### config.mk
export PLATFORM = sky130hd
export DESIGN_NAME = uart_reg_target
export DESIGN_NICKNAME = d
export VERILOG_FILES = /design/src/rtl/uart_reg_target.sv
export SDC_FILE = /design/constraint.sdc
export NUM_CORES = 1
export LEC_CHECK = 0
export ABC_CLOCK_PERIOD_IN_PS = 3150
export BUFFER_PORTS_ARGS = -buffer_cell sky130_fd_sc_hd__buf_4
export CAP_MARGIN = 40
export CORE_MARGIN = 5
export CORE_UTILIZATION = 40
export DETAILED_ROUTE_END_ITERATION = 7
export GPL_ROUTABILITY_DRIVEN = 1
export PLACE_DENSITY = 0.7
export SYNTH_ARGS = -nofsm -noshare
export SYNTH_HDL_FRONTEND = slang
export SYNTH_SLANG_ARGS = --single-unit
### constraint.sdc
create_clock -name clk -period 3.15 [get_ports clk]
set_input_delay 0.315 -clock clk [delete_from_list [all_inputs] [get_ports clk]]
set_output_delay 0.315 -clock clk [all_outputs]
set_load 0.03 [all_outputs]
### src/rtl/uart_reg_target.sv
// Register target behind the UART transaction master: decodes uart_* commands,
// serves an ID/status/control register bank and returns one response per command.

module uart_ctrl_reg (
  input  logic       clk,
  input  logic       reset_n,
  input  logic       i_we,
  input  logic [7:0] i_d,
  output logic [7:0] o_q,
  output logic       o_wr
);
  always_ff @(posedge clk or negedge reset_n) begin
    if (!reset_n) begin
      o_q  <= '0;
      o_wr <= 1'b0;
    end else begin
      o_wr <= i_we;
      if (i_we) o_q <= i_d;
    end
  end
endmodule

module uart_reg_target #(
  parameter int          NREGS       = 8,
  parameter int          WAIT_CYCLES = 0,
  parameter logic [7:0]  ID_VALUE    = 8'hA5
) (
  input  logic                 clk,
  input  logic                 reset_n,
  input  logic [2:0]           uart_MCmd,
  input  logic [7:0]           uart_MAddr,
  input  logic [7:0]           uart_MData,
  output logic                 uart_SCmdAccept,
  output logic [7:0]           uart_SData,
  output logic [1:0]           uart_SResp,
  input  logic [7:0]           status_in,
  output logic [8*NREGS-1:0]   ctrl_out,
  output logic [NREGS-1:0]     ctrl_wr,
  output logic                 busy
);

  typedef enum logic [1:0] {S_IDLE, S_ACCEPT, S_WAIT, S_RESP} state_t;

  typedef struct packed {
    logic [2:0] cmd;
    logic [7:0] addr;
    logic [7:0] data;
  } req_t;

  localparam logic [1:0] RESP_NULL = 2'd0;
  localparam logic [1:0] RESP_DVA  = 2'd1;
  localparam logic [1:0] RESP_ERR  = 2'd3;

  state_t                  r_state, w_nxt;
  req_t                    r_req;
  logic [3:0]              r_cnt;
  logic [1:0]              r_sresp;
  logic [7:0]              r_sdata;
  logic [NREGS-1:0]        w_hit, w_we;
  logic [NREGS-1:0][7:0]   w_q;
  logic                    w_rd, w_wr, w_ok;
  logic [7:0]              w_rdata;

  assign w_rd = (r_req.cmd == 3'd2);
  assign w_wr = (r_req.cmd == 3'd1);
  assign w_ok = (w_rd && (r_req.addr == 8'h00 || r_req.addr == 8'h01 || |w_hit)) ||
                (w_wr && |w_hit);

  genvar k;
  generate
    for (k = 0; k < NREGS; k++) begin : g_reg
      assign w_hit[k] = (r_req.addr == 8'(k + 2));
      assign w_we[k]  = (r_state == S_ACCEPT) && w_wr && w_hit[k];
      uart_ctrl_reg u_reg (
        .clk     (clk),
        .reset_n (reset_n),
        .i_we    (w_we[k]),
        .i_d     (r_req.data),
        .o_q     (w_q[k]),
        .o_wr    (ctrl_wr[k])
      );
    end
  endgenerate

  assign ctrl_out = w_q;

  always_comb begin
    w_rdata = '0;
    if (r_req.addr == 8'h00)      w_rdata = ID_VALUE;
    else if (r_req.addr == 8'h01) w_rdata = status_in;
    else
      for (int i = 0; i < NREGS; i++)
        if (w_hit[i]) w_rdata = w_q[i];
  end

  always_comb begin
    w_nxt = r_state;
    case (r_state)
      S_IDLE:   if (uart_MCmd != 3'd0) w_nxt = S_ACCEPT;
      S_ACCEPT: w_nxt = (WAIT_CYCLES > 0) ? S_WAIT : S_RESP;
      S_WAIT:   if (r_cnt <= 4'd1) w_nxt = S_RESP;
      S_RESP:   w_nxt = S_IDLE;
      default:  w_nxt = S_IDLE;
    endcase
  end

  always_ff @(posedge clk or negedge reset_n) begin
    if (!reset_n) begin
      r_state <= S_IDLE;
      r_req   <= '0;
      r_cnt   <= '0;
      r_sresp <= RESP_NULL;
      r_sdata <= '0;
    end else begin
      r_state <= w_nxt;
      if (r_state == S_IDLE && uart_MCmd != 3'd0)
        r_req <= {uart_MCmd, uart_MAddr, uart_MData};
      if (r_state == S_ACCEPT)    r_cnt <= 4'(WAIT_CYCLES);
      else if (r_state == S_WAIT) r_cnt <= r_cnt - 4'd1;
      // Response is captured on the edge entering RESP so status_in is sampled there.
      if (w_nxt == S_RESP && r_state != S_RESP) begin
        r_sresp <= w_ok ? RESP_DVA : RESP_ERR;
        r_sdata <= (w_ok && w_rd) ? w_rdata : 8'h00;
      end else begin
        r_sresp <= RESP_NULL;
        r_sdata <= '0;
      end
    end
  end

  assign uart_SCmdAccept = (r_state == S_ACCEPT);
  assign uart_SResp      = r_sresp;
  assign uart_SData      = r_sdata;
  assign busy            = (r_state != S_IDLE);

endmodule

==> out/qor.txt <==
status: completed
Synth Area in Adders: 0.01778
Detailed Routing Iterations Pass 1: 5
worst-margin pin slew: 827.6 ps
chip height: 121.0 um
TritonCTS clock tree: built
Top Layer Used: met4
Final period util: 0.7829
fraction of registers with async set/reset: 1.000
Worst Path Max Fanout: 9
Root Buffer: clkbuf_16
Main synth FF type: dfrtp_1
via/cell ratio: 5.382
Fillers: 1053
via count: 3676
Hold WC Path Type: in2async
H-tree depth: 3
n_diodes: 0
critical path arrival: 2690 ps
Reg-to-Reg Start: r_req[13]$_DFFE_PN0P_
Post-Syn Area per Cell: 12.22 sq um
DR WL/cell: 19.66 um
grt ovf: 0
Routed Antenna Nets: 0
post-CTS sizing: 0
clock tree buffer depth: 2
Peak VDD IR: 0.3361 mV
simple-gate share of the synthesized area: 0.09324
share of layout cells above drive strength 1: 0.4563
DR WL met3: 1056 um
R2R Path End: g_reg[7].u_reg.o_q[2]$_DFFE_PN0P_
cts bufs inserted: 9
reg2reg setup slack: 680 ps
pwr dens: 770.5 nW/um^2
final setup margin: 684.0 ps
RSZ-0062 raised after global routing: false
Data required, critical path: 3370 ps
WS Path Type: reg2reg
reg2reg path depth: 5
Initial Util: 0.4083
fmax: 0.4055 GHz
Die Span X: 121.0 um
DRT Wirelength: 13430 um
cells after synthesis: 403
Finished Core Util: 0.5214
Worst setup EP type: flop
port bufs: 112
Slew HR: 0.4483
initial drt markers: 283
Slew Viols, Final: 0
Startpoint Class: flop
cts hold-fix bufs: 0
Setup violations, final: 0
Core Region: 12060 sq um
Layout area overhead: 27.69%
register area: 2678 sq um
number of core rows: 40
post-CTS repair timing setup buffer count: 0
met1 wire length: 5741 um
nets: 546
fin crit period: 2466 ps
syn_nets: 439
Setup WS pre-CTS: 675.1 ps
largest net degree at the start of global routing: 63
GRT Overall Usage: 0.1860
XOR/XNOR Fraction of Synth Area: 0
Max-Cap Viols: 0
mux contribution to synthesized area: 0.2091
routability cong.: 0.8483
hpwl dp: 9858 um
clock sinks: 107
area used by multi-input combinational logic: 2056 sq um
setup_tns: 0 ps
complex-gate fraction of the synthesized area: 0.09731
Final Hold Vio Count: 0
first-pass GRT wire length: 20820 um
initial antenna violation count: 0
Ports: 113
clk_skew: 5.010 ps
Tot Pwr: 4.846 mW
Ys Warns: 0
vias in the first global route: 3713
clk slew on worst S/H paths: 70 ps
routed wl met2: 6219 um
#FFs+latches synth: 107
Lkg Pwr: 3.187 nW
largest family of logic cells by synthesized area: multiplexers
DRC viols: 0
Cell Area, Synth: 4925 sq um
Synth cell types: 47
die area: 14630 sq um
worst skew pair latency: 340 ps
sequential fraction of the synthesis area: 0.5437
Post-synth EDFFs: 0
## cells by family after synthesis
| family | Yosys count |
|---|---|
| compound gates | 68 |
| fa+ha+maj | 7 |
| buf+inv | 43 |
| flops | 107 |
| mux | 92 |
| simple gates | 86 |
## metrics by stage
| stage | hold slack [ps] | cells | instance area, sq um |
|---|---|---|---|
| finish | 74.64 | 683 | 6289 |
| global route | 125.6 | 683 | 6289 |
| CTS | 89.85 | 683 | 6289 |
| detailed placement | 459.2 | 667 | 5927 |
| global placement | 445.8 | 666 | 5912 |
| floorplan | 19.41 | 403 | 4925 |
## registers in the layout, summed over array words and instances (netlist names)
register and cells:
r_cnt 4, r_req 19, g.u_reg.o_q 64, uart_SResp 2, g.u_reg.o_wr 8, r_state 2
uart_SData 8
## worst max-delay path by stage
stage                                              to             startpoint  cells past startpoint
finish              g_reg[7].u_reg.o_q[2]$_DFFE_PN0P_  r_req[13]$_DFFE_PN0P_                      5
global route                  uart_SData[1]$_DFF_PN0_   r_state[1]$_DFF_PN0_                      7
CTS                 g_reg[7].u_reg.o_q[2]$_DFFE_PN0P_  r_req[13]$_DFFE_PN0P_                      5
detailed placement            uart_SData[1]$_DFF_PN0_  r_req[10]$_DFFE_PN0P_                      5
global placement    g_reg[7].u_reg.o_q[2]$_DFFE_PN0P_  r_req[13]$_DFFE_PN0P_                      5
floorplan           g_reg[6].u_reg.o_q[0]$_DFFE_PN0P_   r_state[1]$_DFF_PN0_                      7
## report_power, final
group | internal (mW) | switching (mW) | leakage, nW
logic | 0.671 | 0.857 | 1.57
clock network | 0.841 | 0.480 | 0.179
registers | 1.58 | 0.413 | 1.44
## area by class of cell
class,count,area share
Clock buffer,12,0.04238
Clock inverter,4,0.01512
Tap cell,168,0.03343
Timing Repair Buffer,121,0.1456
Multi-Input combinational cell,253,0.3269
Inverter,18,0.01074
Sequential cell,107,0.4258
## per-layer routing
metal	GRT usage	vias to the layer above
met3	0.05874	30
met5	0	-
met4	0.08003	0
met1	0.2349	1827
li1	-	1669
met2	0.2939	150
## Yosys cell counts, types with 4 or more instances
| cell type | n | area [sq um] |
|---|---|---|
| a22o_1 | 7 | 61.31 |
| buf_4 | 8 | 60.06 |
| nand3_1 | 5 | 25.02 |
| inv_1 | 18 | 67.56 |
| nor3_1 | 5 | 25.02 |
| a211oi_1 | 4 | 30.03 |
| nand2b_1 | 10 | 62.56 |
| nand2_2 | 5 | 31.28 |
| a311oi_1 | 4 | 35.03 |
| nand2_1 | 19 | 71.32 |
| mux2i_1 | 5 | 50.05 |
| a21oi_1 | 13 | 65.06 |
| mux2_2 | 87 | 979.7 |
| o21ai_0 | 15 | 75.07 |
| nor2_1 | 17 | 63.81 |
| nor2b_1 | 6 | 37.54 |
| ha_1 | 7 | 87.58 |
| clkbuf_1 | 15 | 56.30 |
| dfrtp_1 | 107 | 2678 |
## cells in the final DEF (no fill, tap or decap), types with 2 or more instances in the layout
master | netlist | final
o2bb2ai_1 | 3 | 3
mux2_2 | 87 | 87
a22o_1 | 7 | 7
o21ai_0 | 15 | 15
inv_1 | 18 | 18
clkbuf_8 | 0 | 3
buf_4 | 8 | 120
nor2_1 | 17 | 17
a211oi_1 | 4 | 4
nand2_2 | 5 | 5
nor2_2 | 2 | 2
nand4_1 | 2 | 2
nor3b_1 | 2 | 2
nor4_1 | 3 | 3
bufinv_16 | 0 | 3
or4_4 | 2 | 2
a32oi_1 | 3 | 3
nand2b_1 | 10 | 10
mux2i_1 | 5 | 5
nor2b_1 | 6 | 6
a22oi_1 | 2 | 2
a2111oi_0 | 2 | 2
nand2_1 | 19 | 19
a31oi_1 | 2 | 2
a311oi_1 | 4 | 4
and2_1 | 2 | 2
nor3_1 | 5 | 5
dfrtp_1 | 107 | 107
a221oi_1 | 2 | 2
clkbuf_16 | 0 | 9
a21oi_1 | 13 | 13
a222oi_1 | 3 | 3
ha_1 | 7 | 7
nand3_1 | 5 | 5
## critical path, cell delays in order, from the launching register on
cell     delay (ps)
dfrtp_1         400
or4_4           560
or4_4           540
nor3b_2         260
nand2_2         220
mux2_2          360
No activity file was read; power rests on OpenSTA's default activity.
